===== src/rtl/pipeline_stall_ctrl_pkg.sv =====
// Shared types and constants for the pipeline stall/flush controller.
// The optional stall counter is enabled by PIPELINE_STALL_CTRL_PERF_EN.
package pipe_ctrl_pkg;

  typedef enum logic {
    ST_RUN = 1'b0,
    ST_MC  = 1'b1
  } state_t;

  localparam int MC_CNT_W      = 4;
  localparam int REG_ADDR_ZERO = 0;

endpackage


===== src/rtl/pipeline_stall_ctrl_if.sv =====
// Pipeline <-> stall controller signal bundle; master = pipeline, slave = controller.
// Adds stall_cycles when PIPELINE_STALL_CTRL_PERF_EN is defined.
interface pipeline_stall_ctrl_if #(
    parameter int REG_ADDR_W = 5
);
    import pipe_ctrl_pkg::*;

    // No handshake: every control is level-sampled each clk cycle and every
    // output is valid in the same cycle as the inputs that produced it.
    logic [REG_ADDR_W-1:0] id_rs1;
    logic [REG_ADDR_W-1:0] id_rs2;
    logic                  id_uses_rs1;
    logic                  id_uses_rs2;
    logic [REG_ADDR_W-1:0] ex_rd;
    logic                  ex_reg_write;
    logic                  ex_mem_read;
    logic                  ex_mc_start;
    logic                  branch_taken;
    logic                  ext_stall;

    logic                  pc_we;
    logic                  if_id_we;
    logic                  id_ex_we;
    logic                  ex_mem_we;
    logic                  mem_wb_we;
    logic                  if_id_flush;
    logic                  id_ex_flush;
    logic                  ex_mem_flush;
    logic                  mc_busy;
    state_t                dbg_state;
`ifdef PIPELINE_STALL_CTRL_PERF_EN
    logic [31:0]           stall_cycles;
`endif

    modport master (
        output id_rs1, id_rs2, id_uses_rs1, id_uses_rs2, ex_rd, ex_reg_write,
               ex_mem_read, ex_mc_start, branch_taken, ext_stall,
        input  pc_we, if_id_we, id_ex_we, ex_mem_we, mem_wb_we,
               if_id_flush, id_ex_flush, ex_mem_flush, mc_busy, dbg_state
`ifdef PIPELINE_STALL_CTRL_PERF_EN
        , input stall_cycles
`endif
    );

    modport slave (
        input  id_rs1, id_rs2, id_uses_rs1, id_uses_rs2, ex_rd, ex_reg_write,
               ex_mem_read, ex_mc_start, branch_taken, ext_stall,
        output pc_we, if_id_we, id_ex_we, ex_mem_we, mem_wb_we,
               if_id_flush, id_ex_flush, ex_mem_flush, mc_busy, dbg_state
`ifdef PIPELINE_STALL_CTRL_PERF_EN
        , output stall_cycles
`endif
    );

endinterface


===== src/rtl/pipeline_stall_ctrl_load_use.sv =====
// Combinational load-use hazard compare between the ID sources and the EX load.
module load_use_detect
    import pipe_ctrl_pkg::*;
#(
    parameter int REG_ADDR_W = 5
) (
    input  logic [REG_ADDR_W-1:0] id_rs1,
    input  logic [REG_ADDR_W-1:0] id_rs2,
    input  logic                  id_uses_rs1,
    input  logic                  id_uses_rs2,
    input  logic [REG_ADDR_W-1:0] ex_rd,
    input  logic                  ex_reg_write,
    input  logic                  ex_mem_read,
    output logic                  hazard
);

    logic rd_live;
    logic src_match;

    // x0 is hard-wired zero, so a load targeting it never creates a dependency.
    assign rd_live   = ex_mem_read && ex_reg_write &&
                       (ex_rd != REG_ADDR_W'(REG_ADDR_ZERO));
    assign src_match = (id_uses_rs1 && (id_rs1 == ex_rd)) ||
                       (id_uses_rs2 && (id_rs2 == ex_rd));
    assign hazard    = rd_live && src_match;

endmodule


===== src/rtl/pipeline_stall_ctrl.sv =====
// Stall/flush controller for the five-stage pipeline: load-use, multi-cycle EX,
// branch squash, external freeze. PIPELINE_STALL_CTRL_PERF_EN adds stall_cycles.
module pipeline_stall_ctrl
    import pipe_ctrl_pkg::*;
#(
    parameter int REG_ADDR_W = 5,
    parameter int MC_LAT     = 4
) (
    input logic                 clk,
    input logic                 nReset,
    pipeline_stall_ctrl_if.slave ctl
);

    localparam bit                    MC_EN   = (MC_LAT > 1);
    localparam logic [MC_CNT_W-1:0]   MC_LOAD = MC_CNT_W'(MC_EN ? MC_LAT - 2 : 0);

    state_t              state;
    logic [MC_CNT_W-1:0] mc_cnt;
    logic                hazard;
    logic                mc_start;
    logic [4:0]          we;     // {pc, if_id, id_ex, ex_mem, mem_wb}
    logic [2:0]          flush;  // {if_id, id_ex, ex_mem}
    logic                busy;

    load_use_detect #(
        .REG_ADDR_W (REG_ADDR_W)
    ) u_load_use (
        .id_rs1       (ctl.id_rs1),
        .id_rs2       (ctl.id_rs2),
        .id_uses_rs1  (ctl.id_uses_rs1),
        .id_uses_rs2  (ctl.id_uses_rs2),
        .ex_rd        (ctl.ex_rd),
        .ex_reg_write (ctl.ex_reg_write),
        .ex_mem_read  (ctl.ex_mem_read),
        .hazard       (hazard)
    );

    assign mc_start = MC_EN && ctl.ex_mc_start;

    always_ff @(posedge clk or negedge nReset) begin
        if (!nReset) begin
            state  <= ST_RUN;
            mc_cnt <= '0;
        end else if (!ctl.ext_stall) begin
            case (state)
                ST_RUN: begin
                    if (mc_start) begin
                        state  <= ST_MC;
                        mc_cnt <= MC_LOAD;
                    end
                end
                ST_MC: begin
                    if (mc_cnt == '0) begin
                        state <= ST_RUN;
                    end else begin
                        mc_cnt <= mc_cnt - MC_CNT_W'(1);
                    end
                end
                default: state <= ST_RUN;
            endcase
        end
    end

    always_comb begin
        we    = 5'b11111;
        flush = 3'b000;
        busy  = (state == ST_MC);
        if (ctl.ext_stall) begin
            we = 5'b00000;
        end else if (state == ST_MC) begin
            if (mc_cnt != '0) begin
                we = 5'b00001;
            end
        end else if (mc_start) begin
            // EX/MEM takes a bubble now so MEM/WB replays it while the front is held.
            we    = 5'b00011;
            flush = 3'b001;
            busy  = 1'b1;
        end else if (ctl.branch_taken) begin
            flush = 3'b110;
        end else if (hazard) begin
            we    = 5'b00111;
            flush = 3'b010;
        end
        if (!nReset) begin
            we    = 5'b00000;
            flush = 3'b000;
            busy  = 1'b0;
        end
    end

    assign ctl.pc_we        = we[4];
    assign ctl.if_id_we     = we[3];
    assign ctl.id_ex_we     = we[2];
    assign ctl.ex_mem_we    = we[1];
    assign ctl.mem_wb_we    = we[0];
    assign ctl.if_id_flush  = flush[2];
    assign ctl.id_ex_flush  = flush[1];
    assign ctl.ex_mem_flush = flush[0];
    assign ctl.mc_busy      = busy;
    assign ctl.dbg_state    = state;

`ifdef PIPELINE_STALL_CTRL_PERF_EN
    logic [31:0] stall_cnt;

    always_ff @(posedge clk or negedge nReset) begin
        if (!nReset) begin
            stall_cnt <= '0;
        end else if (!we[4] && (stall_cnt != 32'hFFFF_FFFF)) begin
            stall_cnt <= stall_cnt + 32'd1;
        end
    end

    assign ctl.stall_cycles = stall_cnt;
`endif

endmodule


===== src/flat_wrapper.sv =====
// flat-port wrapper written by rule: the top's interface ports become plain ports
module pipeline_stall_ctrl_flat import pipe_ctrl_pkg::*;
#(
    parameter int REG_ADDR_W = 5,
    parameter int MC_LAT     = 4
)
  (clk, nReset, ctl_id_rs1, ctl_id_rs2, ctl_id_uses_rs1, ctl_id_uses_rs2, ctl_ex_rd, ctl_ex_reg_write, ctl_ex_mem_read, ctl_ex_mc_start, ctl_branch_taken, ctl_ext_stall, ctl_pc_we, ctl_if_id_we, ctl_id_ex_we, ctl_ex_mem_we, ctl_mem_wb_we, ctl_if_id_flush, ctl_id_ex_flush, ctl_ex_mem_flush, ctl_mc_busy, ctl_dbg_state);
  pipeline_stall_ctrl_if #(.REG_ADDR_W(REG_ADDR_W)) ctl_i ();
  input logic clk;
  input logic nReset;
  input wire logic [$bits(ctl_i.id_rs1)-1:0] ctl_id_rs1;
  input wire logic [$bits(ctl_i.id_rs2)-1:0] ctl_id_rs2;
  input wire logic [$bits(ctl_i.id_uses_rs1)-1:0] ctl_id_uses_rs1;
  input wire logic [$bits(ctl_i.id_uses_rs2)-1:0] ctl_id_uses_rs2;
  input wire logic [$bits(ctl_i.ex_rd)-1:0] ctl_ex_rd;
  input wire logic [$bits(ctl_i.ex_reg_write)-1:0] ctl_ex_reg_write;
  input wire logic [$bits(ctl_i.ex_mem_read)-1:0] ctl_ex_mem_read;
  input wire logic [$bits(ctl_i.ex_mc_start)-1:0] ctl_ex_mc_start;
  input wire logic [$bits(ctl_i.branch_taken)-1:0] ctl_branch_taken;
  input wire logic [$bits(ctl_i.ext_stall)-1:0] ctl_ext_stall;
  output wire logic [$bits(ctl_i.pc_we)-1:0] ctl_pc_we;
  output wire logic [$bits(ctl_i.if_id_we)-1:0] ctl_if_id_we;
  output wire logic [$bits(ctl_i.id_ex_we)-1:0] ctl_id_ex_we;
  output wire logic [$bits(ctl_i.ex_mem_we)-1:0] ctl_ex_mem_we;
  output wire logic [$bits(ctl_i.mem_wb_we)-1:0] ctl_mem_wb_we;
  output wire logic [$bits(ctl_i.if_id_flush)-1:0] ctl_if_id_flush;
  output wire logic [$bits(ctl_i.id_ex_flush)-1:0] ctl_id_ex_flush;
  output wire logic [$bits(ctl_i.ex_mem_flush)-1:0] ctl_ex_mem_flush;
  output wire logic [$bits(ctl_i.mc_busy)-1:0] ctl_mc_busy;
  output wire logic [$bits(ctl_i.dbg_state)-1:0] ctl_dbg_state;
  assign ctl_i.id_rs1 = ctl_id_rs1;
  assign ctl_i.id_rs2 = ctl_id_rs2;
  assign ctl_i.id_uses_rs1 = ctl_id_uses_rs1;
  assign ctl_i.id_uses_rs2 = ctl_id_uses_rs2;
  assign ctl_i.ex_rd = ctl_ex_rd;
  assign ctl_i.ex_reg_write = ctl_ex_reg_write;
  assign ctl_i.ex_mem_read = ctl_ex_mem_read;
  assign ctl_i.ex_mc_start = ctl_ex_mc_start;
  assign ctl_i.branch_taken = ctl_branch_taken;
  assign ctl_i.ext_stall = ctl_ext_stall;
  assign ctl_pc_we = ctl_i.pc_we;
  assign ctl_if_id_we = ctl_i.if_id_we;
  assign ctl_id_ex_we = ctl_i.id_ex_we;
  assign ctl_ex_mem_we = ctl_i.ex_mem_we;
  assign ctl_mem_wb_we = ctl_i.mem_wb_we;
  assign ctl_if_id_flush = ctl_i.if_id_flush;
  assign ctl_id_ex_flush = ctl_i.id_ex_flush;
  assign ctl_ex_mem_flush = ctl_i.ex_mem_flush;
  assign ctl_mc_busy = ctl_i.mc_busy;
  assign ctl_dbg_state = ctl_i.dbg_state;
  pipeline_stall_ctrl #(.REG_ADDR_W(REG_ADDR_W), .MC_LAT(MC_LAT)) u_core (.clk(clk), .nReset(nReset), .ctl(ctl_i));
endmodule

===== config.mk =====
export PLATFORM = sky130hd
export DESIGN_NAME = pipeline_stall_ctrl_flat
export DESIGN_NICKNAME = d
export VERILOG_FILES = /design/src/rtl/pipeline_stall_ctrl_pkg.sv /design/src/rtl/pipeline_stall_ctrl_if.sv /design/src/rtl/pipeline_stall_ctrl_load_use.sv /design/src/rtl/pipeline_stall_ctrl.sv /design/src/flat_wrapper.sv
export SDC_FILE = /design/constraint.sdc
export NUM_CORES = 1
export LEC_CHECK = 0
export CORE_MARGIN = 2
export CORE_UTILIZATION = 37
export CTS_BUF_LIST = sky130_fd_sc_hd__clkbuf_16
export CTS_CLUSTER_SIZE = 12
export DETAILED_ROUTE_END_ITERATION = 10
export GPL_TIMING_DRIVEN = 0
export PLACE_DENSITY_LB_ADDON = 0.2
export RECOVER_POWER = 100
export SLEW_MARGIN = 20
export SYNTH_ARGS = -nofsm -noshare
export SYNTH_HDL_FRONTEND = slang
export SYNTH_HIERARCHICAL = 1
export SYNTH_SLANG_ARGS = --single-unit

===== constraint.sdc =====
create_clock -name clk -period 6.7 [get_ports clk]
set_clock_uncertainty 0.2 [all_clocks]
set_input_delay 2.01 -clock clk [delete_from_list [all_inputs] [get_ports clk]]
set_output_delay 2.01 -clock clk [all_outputs]
set_load 0.01 [all_outputs]

==> implementation parameters, run 1 <==
Parameter                              Value

CTS
  Num CTS Buffers    3
  Root buffer cell    sky130_fd_sc_hd__clkbuf_16
  Post-CTS Setup Repair Bufs    0
  Clock insertion delay at the later pin of the skew report    0.22 ns
  Register clock-pin slew on the reported worst setup and hold paths    0.03 ns
  Htree depth    1
  TritonCTS clock tree    yes
  Clk sink count    5
  Number of buffers inserted for hold repair after clock tree synthesis    0
  CTS-repair resized insts    0
  Longest Clk Path Bufs    2

Detailed routing
  Post-detailed-route via-to-cell ratio    5.207
  DR WL/cell    12.15 µm
  Remaining design rule violation count    0
  Drt initial violations    16
  Final ANT Viol Nets    0
  Via Count    604
  Iteration count of the initial detailed-routing pass    4
  Detailed Route WL    1409 µm

Worst setup path
  Crit Path Max Fanout    3
  Worst stage delay on the critical path    0.57 ns
  Worst setup startpoint    ctl_ex_rd[3]
  Cells traversed along the worst timing path    clkdlybuf4s50_1, or4_1, o211ai_2, a21oi_1, inv_1, o21ai_0, a21oi_1, buf_4, clkdlybuf4s50_1
  Arrival time of the worst setup path    4.22 ns
  Slowest cell on the critical path    sky130_fd_sc_hd__or4_1
  CP Class    in -> out
  Startpoint Class    primary input
  Worst reg2reg startpoint    u_core/mc_cnt[0]
  Setup crit end kind    primary output
  CP Data Required Time    4.49 ns

STA
  Timing-limited maximum frequency    155.6 MHz
  Number of max-slew violations in the final report    0
  Final-report setup violation count    0
  Min setup slack post-route    0.2721 ns
  Hold slack    0.3336 ns
  Worst max-slew margin expressed relative to the limit    0.7381
  Number of failing hold endpoints at the final stage    0
  Measured slew at the worst slew-check pin    0.3912 ns
  Final worst path period share    0.9594
  Clock period minus final worst setup slack    6.428 ns
  Unrepaired setup endpoints after global routing    no
  Sum of negative setup slack    0 ns

Worst hold path
  Path type of the worst min-delay path    reg -> reg
  Start point of the worst hold path    u_core/mc_cnt[1]

Layout
  Area of all placed cells without fillers    940.9 µm²
  Top library cells by usage in the layout, fill and taps aside    sky130_fd_sc_hd__clkdlybuf4s50_1, sky130_fd_sc_hd__dlygate4sd3_1, sky130_fd_sc_hd__inv_1
  Number of diodes    0
  Most common library cell in the layout ignoring fill and taps    sky130_fd_sc_hd__clkdlybuf4s50_1
  Post-Route Utilization    0.7231
  Final standard cell count with taps included and fillers excluded    116
  Number of nets in the layout    127
  Proportion of layout cells with a drive suffix above 1    0.07921
  Area added between synthesis and finish    83.41%

Floorplanning
  Placement Rows    13
  Core Box Area    0.001301 mm²
  Initial Util    0.3942
  Overall die area    0.001700 mm²
  IO Count    34
  Die Y    41.24 µm
  Die extent in x    41.24 µm

Global routing
  Maximum number of pins on one net before global-route repair    11
  First-pass GRT wire length    2021 µm
  Initial antenna violation count    0
  Congestion Overflow GR    0
  Overall Global Routing Usage    0.1839
  Number of global-route vias before repair    528

Pwr
  Leak    0.4194 nW
  Total power of the final layout    0.1943 mW
  Ratio of total power to cell area    206.5 mW/mm²
  Highest ir drop seen on vdd    0.1482 mV

Place
  RD Place Congestion    0.7127
  Post-Place Cells    112
  DP Worst Slack    0.2763 ns
  Half-perimeter wire length after detailed placement    1145 µm
  Count of buffers from port buffering    33
  Post-Place Cell Area    862.1 µm²

Synthesis
  Yosys reg bits    5
  Top FF cell, synth    sky130_fd_sc_hd__dfrtp_1
  Cell area after technology mapping    513.0 µm²
  Cell count after synthesis    64
  Post-synthesis cell type count    29
  Yosys warning count    6
  Net Count, Synth    89
  Average footprint of a synthesized cell    8.016 µm²
  Share of flip-flops with an asynchronous set or reset    1.000
  Post-synth EDFFs    0
  Fraction of the yosys area taken by sequential cells    0.2439

Flow run
  Maxcap violations    0

Status
  Outcome    complete, no violations
==> per-layer routing <==
| metal | vias up | track usage | routed length (µm) |
|---|---|---|---|
| li1 | 297 | - | - |
| met5 | - | 0 | 0 |
| met1 | 286 | 0.1715 | 525 |
| met3 | 0 | 0.04891 | 58 |
| met4 | 0 | 0.04839 | 0 |
| met2 | 21 | 0.3789 | 826 |
==> layout make-up <==
class                           count  area, µm²
Tap cell                           15      18.77
Sequential cell                     5      125.1
Timing Repair Buffer               33      330.3
Clock buffer                        3      75.07
Buffer                              2      18.77
Multi-Input combinational cell     49      339.1
Clock inverter                      1      3.754
Fill cell                         114      360.3
Inverter                            8      30.03
==> flip-flops by register name, summed over array words and instances, names as in the netlist <==
name,cells
u_core/mc_cnt,4
u_core/ctl.dbg_state,1
==> path summary, 6_finish.rpt <==
path                            depth (start not counted)  slack (ns)                    to
worst min register to register                          1        0.33      u_core/mc_cnt[1]
worst max register to register                          5        4.97      u_core/mc_cnt[1]
worst min-delay path                                    1        0.33      u_core/mc_cnt[1]
worst max-delay path                                    9        0.27             ctl_pc_we
max in group asynchronous                               1        4.17  u_core/ctl.dbg_state
min in group asynchronous                               1        1.91      u_core/mc_cnt[2]
==> cell families after synthesis <==
logic type | count (synthesis) | share of synthesized area
muxes | 1 | 0.01951
xor gates and xnor gates | 10 | 0.1707
buffers and inverters | 10 | 0.09513
and+or+nand+nor | 22 | 0.2536
DFF | 5 | 0.2439
adders and majority gates | 1 | 0.02439
AOI/OAI and AO/OA | 15 | 0.1927
==> synth_stat cells (2+ instances only) <==
master	count	area (µm²)
sky130_fd_sc_hd__dfrtp_1	5	125.1
sky130_fd_sc_hd__xnor2_1	2	17.52
sky130_fd_sc_hd__xor2_1	8	70.07
sky130_fd_sc_hd__o21ai_0	2	10.01
sky130_fd_sc_hd__inv_1	8	30.03
sky130_fd_sc_hd__nand3_1	2	10.01
sky130_fd_sc_hd__nand2_1	4	15.01
sky130_fd_sc_hd__and3_1	2	12.51
sky130_fd_sc_hd__nor4_1	3	18.77
sky130_fd_sc_hd__nor2b_1	2	12.51
sky130_fd_sc_hd__a21oi_1	6	30.03
sky130_fd_sc_hd__nor2_1	3	11.26
==> worst max-delay path: cells and delay by family <==
family	cells	cell delay (ns)
buffers and inverters	4	1.16
AND/OR/NAND/NOR	1	0.57
AO/OA/AOI/OAI	4	0.49
==> report_power, final <==
part	internal [mW]	total (mW)	switching [mW]
Sequential	0.0381	0.0465	0.00847
Clock	0.0772	0.0962	0.0189
Combinational	0.0297	0.0516	0.0219
(Power assumes the default switching activity.)
==> inputs of run 2 (changes only) <==
Settings changed: ABC_CLOCK_PERIOD_IN_PS set to 6700.
==> results of run 2 <==
The final DEF is identical to that of run 1; final timing and power are the same.
==> inputs of run 3 (changes only) <==
Settings changed: SLEW_MARGIN 20 to not set.
==> results of run 3 <==
The final DEF is identical to that of run 1; final timing and power are the same.
